File: config.mk
export PLATFORM = sky130hd
export DESIGN_NAME = z80_io_capture
export DESIGN_NICKNAME = d
export VERILOG_FILES = /design/src/rtl/z80_io_capture.sv
export SDC_FILE = /design/constraint.sdc
export NUM_CORES = 1
export LEC_CHECK = 0
export CAP_MARGIN = 10
export CORE_MARGIN = 3
export CORE_UTILIZATION = 25
export DETAILED_ROUTE_END_ITERATION = 8
export HOLD_SLACK_MARGIN = 0.15
export PLACE_DENSITY = 0.5
export REMOVE_ABC_BUFFERS = 1
export SLEW_MARGIN = 25
export SYNTH_ARGS = -nofsm -noshare
export SYNTH_HDL_FRONTEND = slang
export SYNTH_SLANG_ARGS = --single-unit
File: constraint.sdc
create_clock -name clk -period 2.3 [get_ports clk]
set_clock_uncertainty 0.15 [all_clocks]
set_input_delay 0.46 -clock clk [delete_from_list [all_inputs] [get_ports clk]]
set_output_delay 0.46 -clock clk [all_outputs]
set_load 0.005 [all_outputs]
File: src/rtl/z80_io_capture.sv
// Z80 IO mailbox front end: strobe synchronisers, glitch-qualified cycle FSM, port decode and write FIFO.
// Optional macro Z80_IO_WAIT_EN adds z80_wait_n and stalls full-FIFO writes instead of dropping them.
module z80_io_capture #(
  parameter logic [15:0] IO_BASE     = 16'd12345,
  parameter int unsigned IO_STRIDE   = 2,
  parameter int unsigned NUM_PORTS   = 8,
  parameter int unsigned FIFO_DEPTH  = 4,
  parameter int unsigned QUAL_CYCLES = 3
) (
  input  logic                          clk,
  input  logic                          rst_n,
  input  logic [15:0]                   z80_a,
  input  logic [7:0]                    z80_d_in,
  input  logic                          z80_rd,
  input  logic                          z80_wr,
  input  logic                          z80_iorq,
  input  logic                          z80_mreq,
  input  logic                          z80_m1,
  output logic                          wr_valid,
  input  logic                          wr_ready,
  output logic [2:0]                    wr_index,
  output logic [7:0]                    wr_data,
  output logic                          rd_stb,
  output logic [2:0]                    rd_index,
  output logic [$clog2(FIFO_DEPTH):0]   fifo_level,
  output logic                          overflow,
  input  logic                          ovf_clr
`ifdef Z80_IO_WAIT_EN
  ,
  output logic                          z80_wait_n
`endif
);

  localparam int unsigned AW = $clog2(FIFO_DEPTH);
  localparam int unsigned LW = AW + 1;
  localparam int unsigned CW = $clog2(QUAL_CYCLES + 1);
  localparam logic [15:0] STRIDE = 16'(IO_STRIDE);
  localparam logic [15:0] SPAN = 16'(NUM_PORTS * IO_STRIDE);
  localparam logic [CW-1:0] QUAL_LAST = CW'(QUAL_CYCLES);

  typedef enum logic [1:0] {S_IDLE, S_QUAL, S_CAPTURE, S_HOLD} state_t;

  state_t          state;
  logic [CW-1:0]   cnt;
  logic [CW-1:0]   cnt_nxt;
  logic [4:0]      sync_q1;
  logic [4:0]      sync_q2;
  logic            rd_s, wr_s, iorq_s, mreq_s, m1_s, io_cyc;
  logic [15:0]     off;
  logic            hit;
  logic [2:0]      idx;
  logic            cap_wr, cap_rd;
  logic            full, pop, stall, push, accept, drop;
  logic [10:0]     mem [FIFO_DEPTH];
  logic [AW-1:0]   wptr, rptr;

  // Preset high so a reset mid-cycle looks like idle strobes until re-synchronised.
  always_ff @(posedge clk or negedge rst_n) begin
    if (!rst_n) begin
      sync_q1 <= '1;
      sync_q2 <= '1;
    end else begin
      sync_q1 <= {z80_rd, z80_wr, z80_iorq, z80_mreq, z80_m1};
      sync_q2 <= sync_q1;
    end
  end

  always_comb begin
    {rd_s, wr_s, iorq_s, mreq_s, m1_s} = sync_q2;
    io_cyc  = !iorq_s && mreq_s && m1_s && (rd_s ^ wr_s);
    cnt_nxt = cnt + CW'(1);
  end

  // Address and data are sampled raw: by CAPTURE the strobe has been low long enough for them to settle.
  always_comb begin
    off    = z80_a - IO_BASE;
    hit    = (off < SPAN) && ((off % STRIDE) == 16'd0);
    idx    = 3'(off / STRIDE);
    cap_wr = (state == S_CAPTURE) && hit && !wr_s && rd_s;
    cap_rd = (state == S_CAPTURE) && hit && !rd_s && wr_s;
  end

  always_comb begin
    full   = (fifo_level == LW'(FIFO_DEPTH));
    wr_valid = (fifo_level != '0);
    pop    = wr_valid && wr_ready;
`ifdef Z80_IO_WAIT_EN
    stall  = cap_wr && full && !pop;
`else
    stall  = 1'b0;
`endif
    push   = cap_wr && !stall;
    accept = push && (!full || pop);
    drop   = push && full && !pop;
    {wr_index, wr_data} = mem[rptr];
  end

  always_ff @(posedge clk or negedge rst_n) begin
    if (!rst_n) begin
      state    <= S_IDLE;
      cnt      <= '0;
      rd_stb   <= 1'b0;
      rd_index <= '0;
`ifdef Z80_IO_WAIT_EN
      z80_wait_n <= 1'b1;
`endif
    end else begin
      rd_stb <= 1'b0;
      case (state)
        S_IDLE: begin
          if (io_cyc) begin
            cnt   <= CW'(1);
            state <= (QUAL_CYCLES <= 1) ? S_CAPTURE : S_QUAL;
          end
        end
        S_QUAL: begin
          if (!io_cyc) begin
            state <= S_IDLE;
          end else begin
            cnt <= cnt_nxt;
            if (cnt_nxt == QUAL_LAST) state <= S_CAPTURE;
          end
        end
        S_CAPTURE: begin
`ifdef Z80_IO_WAIT_EN
          z80_wait_n <= !stall;
`endif
          if (!stall) begin
            state <= S_HOLD;
            if (cap_rd) begin
              rd_stb   <= 1'b1;
              rd_index <= idx;
            end
          end
        end
        S_HOLD: begin
          // One event per bus cycle: wait for both strobes to release.
          if (rd_s && wr_s) state <= S_IDLE;
        end
        default: state <= S_IDLE;
      endcase
    end
  end

  always_ff @(posedge clk or negedge rst_n) begin
    if (!rst_n) begin
      wptr       <= '0;
      rptr       <= '0;
      fifo_level <= '0;
      overflow   <= 1'b0;
      for (int unsigned i = 0; i < FIFO_DEPTH; i++) mem[AW'(i)] <= '0;
    end else begin
      if (accept) begin
        mem[wptr] <= {idx, z80_d_in};
        wptr      <= wptr + AW'(1);
      end
      if (pop) rptr <= rptr + AW'(1);
      case ({accept, pop})
        2'b10:   fifo_level <= fifo_level + LW'(1);
        2'b01:   fifo_level <= fifo_level - LW'(1);
        default: ;
      endcase
      if (drop)         overflow <= 1'b1;
      else if (ovf_clr) overflow <= 1'b0;
    end
  end

endmodule

### Word level (Yosys, flattened, before mapping)

Index checks and enable logic that the tools add are counted.

| operators by class | value |
|---|---|
| add/subtract/negate cells | 6 |
| reduce and logical (&&, ||, !) cells | 30 |
| multiplexer cells | 18 |
| magnitude comparators | 4 |
| equality and inequality tests | 11 |
| bitwise logic cells | 3 |

Operators with widths:

| kind | count |
|---|---|
| $bwmux W44 | 1 |
| $mux W11 | 3 |
| $bmux W11 S2 | 1 |
| $demux W11 S2 | 1 |
| $logic_not A16 Y1 | 1 |
| $lt A16 B5 Y1 const B | 1 |
| $sub A16 B14 Y16 const B | 1 |
| $logic_and A1 B1 Y1 | 15 |
| $mux W2 | 5 |
| $eq A2 B2 Y1 const B | 4 |
| $pmux W2 S4 | 1 |
| $add A2 B1 Y2 const B | 3 |
| $ge A3 B3 Y1 const B | 2 |
| $ne A2 B2 Y1 const B | 3 |
| $not A2 Y3 | 2 |
| $pmux W3 S2 | 1 |
| $reduce_and A3 Y1 | 2 |
| $reduce_bool A2 Y1 | 3 |
| $logic_not A1 Y1 | 5 |
| $eq A2 B1 Y1 const B | 2 |
| $mux W1 | 4 |
| $pmux W2 S2 | 1 |
| $add A3 B1 Y3 const B | 1 |
| $eq A3 B3 Y1 const B | 1 |
| other kinds (8) | 8 |

| storage, ports and cells | value |
|---|---|
| input bits | 33 |
| word-level logic and storage cells | 86 |
| flip-flop bits (word level) | 70 |
| output and inout bits | 20 |

### Depth between registers and ports, before layout

| logic depth | value |
|---|---|
| word-level depth | 9 |
| depth in mapped cells | 13 |
| mapped depth without buffers | 13 |

### Least setup slack after synthesis

Ideal clock, no wire load.

| timing path | value |
|---|---|
| path type | input port to flip-flop |
| start | input port z80_a[10] |
| end | register fifo_level[1] |
| library setup time | 0.083 ns |
| setup slack | -0.740 ns |
| path buffers | 0 |
| data required time | 2.067 ns |
| arrival time | 2.808 ns |
| cell stages on the path | 9 |
| path through | or3_1 a211o_2 mux2i_4 a2111oi_2 inv_1 ha_1 inv_1 fa_1 o21ai_0 |

| on the way | value |
|---|---|
| cells in the longest elaborated chain, start to end | 9 |
| elaborated cells between the ends (all ways) | 11 |
| classes of those cells | add/sub (1); order compare (1); eq/ne (2); mux (1); reduce/logical (6) |

Ends and longest elaborated chain:

| element | RTL line | text |
|---|---|---|
| start: declaration | 12 | `input logic [15:0] z80_a,` |
| $sub A16 B14 Y16 (*) | 76 | `off = z80_a - IO_BASE;` |
| $lt A16 B5 Y1 (*) | 77 | `hit = (off < SPAN) && ((off % STRIDE) == 16'd0);` |
| $logic_and A1 B1 Y1 (*) | 77 |  |
| $logic_and A1 B1 Y1 (*) (3 in a row) | 79 | `cap_wr = (state == S_CAPTURE) && hit && !wr_s && rd_s;` |
| $logic_and A1 B1 Y1 (*) | 93 | `accept = push && (!full \|\| pop);` |
| $eq A2 B1 Y1 or $eq A2 B2 Y1 (tied branches) | 158 | `case ({accept, pop})` |
| $pmux W3 S2 or $reduce_bool A2 Y1 (tied branches) | -- |  |
| end signal: assignment | 159 | `2'b10: fifo_level <= fifo_level + LW'(1);` |
| end signal: assignment | 160 | `2'b01: fifo_level <= fifo_level - LW'(1);` |
| end: declaration | 25 | `output logic [$clog2(FIFO_DEPTH):0] fifo_level,` |

Mark *: on every way between the ends. The rest lies on a longest branch, timed or not.
A chain may end at the register's enable or synchronous reset.

### Final worst setup path

| timing path | value |
|---|---|
| start | input port z80_a[10] |
| end | register mem[38] (netlist name) |

| on the way | value |
|---|---|
| cells in the longest elaborated chain, start to end | 7 |

Ends and longest elaborated chain:

| element | RTL line | text |
|---|---|---|
| $sub A16 B14 Y16 | 76 |  |
| $lt A16 B5 Y1 | 77 |  |
| $logic_and A1 B1 Y1 | 77 |  |
| $logic_and A1 B1 Y1 (3 in a row) | 79 |  |
| $logic_and A1 B1 Y1 | 93 |  |
| end signal: indexed assignment | 154 | `mem[wptr] <= {idx, z80_d_in};` |
| end: declaration | 54 | `logic [10:0] mem [FIFO_DEPTH];` |

Every way passes these cells.

==> impl_metrics.ini <==
[status]
status = finished with violations
violations = setup timing

[logic_synthesis]
synth_edf_count = 0
synth-warning-count = 0
synth.distinct_cells = 44
synth-main-ff-cell = dfrtp_1
ys_ff_latch = 70
synthArstFlopShare_pct = 100.0
ys_seq_area_share_pct = 50.90
avgSynthCellArea_sq_um = 14.38
syn-cell-area_sq_um = 3466
synth_cells = 241

[placement]
gp_congestion = 0.7221
dpl.hpwl_mm = 5.388
dpl_cell_area_sq_um = 4589
portBuffers = 52
post-place-ws_ns = -1.147

[cells_and_area]
seq_area_sq_um = 1765
final_core_util_pct = 37.90
final_common_cell = dfrtp_1
stdcell_area_sq_um = 5079
syn_to_final_growth_pct = 46.53
num_antenna_cells = 0
final_layout_size_suffix_gt1_share_pct = 46.67
nets = 397
mostFrequentLayoutCells = 59 x dfrtp_1, 41 x buf_4, 29 x mux2_4
multi_input_comb_area_sq_um = 1689
fillers = 1314

[setup_path]
cpPeakStageDelay_ns = 0.38
cp-end-kind = flop
cpMostUsedCell = buf_4
cp_data_required_time_ns = 2.36
crit_family = buffers and inverters
start_kind = input port
crit_arrival_ns = 2.71
criticalPathCategory = in2reg
cp_max_fo = 6
cp_slowest_cell = or3_4
path_cells = buf_6 > or3_4 > a211o_4 > mux2i_4 > buf_4 > a2111oi_4 > buf_4 > bufbuf_16 > mux2_4
cp_num_buf_inv = 4

[floorplan]
dieArea_sq_um = 15310
rows = 42
core_area_sq_um = 13400
dieWidth_um = 123.7
ios = 53
die_h_um = 123.7
start_util_pct = 25.86

[power]
internal_power_uw = 2390
power_frac_seq_pct = 41.2
p_sw_share_pct = 22.98
power.leakage_uw = 0.002247
p_comb_share_pct = 13.3
p_switching_uw = 713.3
vdd_drop_max_mv = 0.4075
clock_power_share_pct = 45.6
powerDensity_nw_per_um2 = 611.1
p_total_uw = 3103

[drt]
wire_per_inst_um = 14.43
via_count = 2299
first_pass_iters = 4
vias_per_cell = 4.289
drt.antenna.violating_nets = 0
drcViolationCount = 0
drt_iter0_drc = 97
totalWireLength_mm = 7.732

[grt]
grtUsageTotal_pct = 10.85
antenna_found_initial = 0
grt_start_max_net_pins = 71
grt_pass1_wl_mm = 12.64
grt.overflow.total = 0
grt_pass1_vias = 2444

[clocking]
cts_inserted_buffers = 9
cts_tree = built
cts.path.max_buffers = 2
ctsRootBufferMaster = clkbuf_16
clk_latency_ns = 0.33
clkTransAtPathRegs_ns = 0.06
cts.sinks = 70
htree_levels = 3

[sta]
max-slew-margin-rel_pct = 75.14
worst_pin_slew_ns = 0.3730
hold_ws_ns = 0.2055
hold_viol_final = 0
rsz0062_at_grt = yes
setup_viol = 49
fin_crit_sh_pct = 115.1
period_minus_slack_ns = 2.647
fmax_ghz = 0.3777
worst_slack_ns = -0.3475
maxSlewViolCount = 0

[hold_path]
min_path_type = reg2reg

[flow_run]
max-cap-violations = 0
-- per-stage QoR --
stage	TNS [ns]	cells
finish	-10.11	536
global route	-12.25	536
CTS	-10.48	536
detailed placement	-48.70	510
global placement	-47.23	510
floorplan	-45.58	235
-- worst paths after layout --
kind	start	to	slack, ns	depth (start not counted)
worst max-delay path	z80_a[10]	mem[38]	-0.35	9
worst max register to register	fifo_level[0]	fifo_level[2]	-0.10	12
min in group asynchronous	rst_n	mem[29]	0.56	3
worst min-delay path	sync_q1[2]	sync_q2[2]	0.21	0
worst min register to register	sync_q1[2]	sync_q2[2]	0.21	0
max in group asynchronous	rst_n	sync_q2[3]	1.12	3
-- per-layer routing --
metal	routed length [um]	global-route usage, %	share of wire [%]
met5	0	0	0
met4	85	2.907	1.1
met3	379	3.633	4.9
met2	3623	17.13	47
met1	3644	14.28	47
-- cells in the mapped netlist (2+ instances only) --
master	number	area (sq um)
dfrtp_1	60	1501
xnor2_1	5	43.79
mux2_4	28	420.4
buf_1	2	7.510
and3_1	2	12.51
mux2_2	5	56.30
a2111oi_2	5	75.07
xor2_1	5	43.79
nor2_1	4	15.01
inv_1	26	97.59
nand3_1	7	35.03
or3_1	3	18.77
a21oi_1	4	20.02
mux4_2	11	247.7
o21ai_0	3	15.01
dfstp_2	10	262.8
buf_6	4	45.04
a31oi_1	3	18.77
nor2b_1	2	12.51
mux2i_1	15	150.1
ha_1	8	100.1
nand3b_1	2	15.01
nand2_1	6	22.52
-- logic make-up after synthesis --
family                   share of synthesized area, %
AO/OA/AOI/OAI                                   6.426
XOR/XNOR                                        2.527
adder cells (fa/ha/maj)                         3.466
buffers and inverters                           4.332
flip-flops                                      50.90
multiplexers                                    25.88
AND/OR/NAND/NOR                                 6.462
-- registers in the layout (all words and copies together), names as in the netlist, 2 cells and up, named ones only --
register / cells
fifo_level: 3
cnt: 2
sync_q2: 5
wptr: 2
rptr: 2
rd_index: 3
sync_q1: 5
mem: 44
-- power groups by stage --
stage | Combinational (uW) | Clock, uW | Sequential, uW
after detailed placement | 354 | 0 | 1300
after global placement | 350 | 0 | 1290
after floorplan | 107 | 0 | 1320
final | 411 | 1410 | 1280
after global routing | 456 | 1510 | 1280
after CTS | 406 | 1460 | 1280
-- layout make-up --
class	instances	share of cell area [%]
Clock inverter	5	1.133
Clock buffer	11	4.977
Timing Repair Buffer	109	19.61
Inverter	26	1.922
Sequential cell	70	34.76
Tap cell	176	4.336
Multi-Input combinational cell	139	33.26
-- repair_timing --
item                                   in CTS  in global routing
setup buffers                               8                  0
setup endpoints to repair                  66                 60
pin swaps                                  16                  8
gates resized for setup                    84                 19
endpoints found under the hold margin      60                  0
hold buffers                                1                  0
cloned                                      1                  0
-- worst reg2reg max path, cell delays in order, from the launching register on --
cell	delay, ns
dfrtp_1	0.38
nor4b_2	0.28
buf_4	0.16
and3b_1	0.19
nand2_2	0.08
a2111oi_4	0.04
inv_1	0.07
ha_2	0.18
inv_2	0.04
fa_2	0.34
xor2_1	0.16
nor2_1	0.10
xor2_1	0.15
Power figures use the tool's default switching activity.
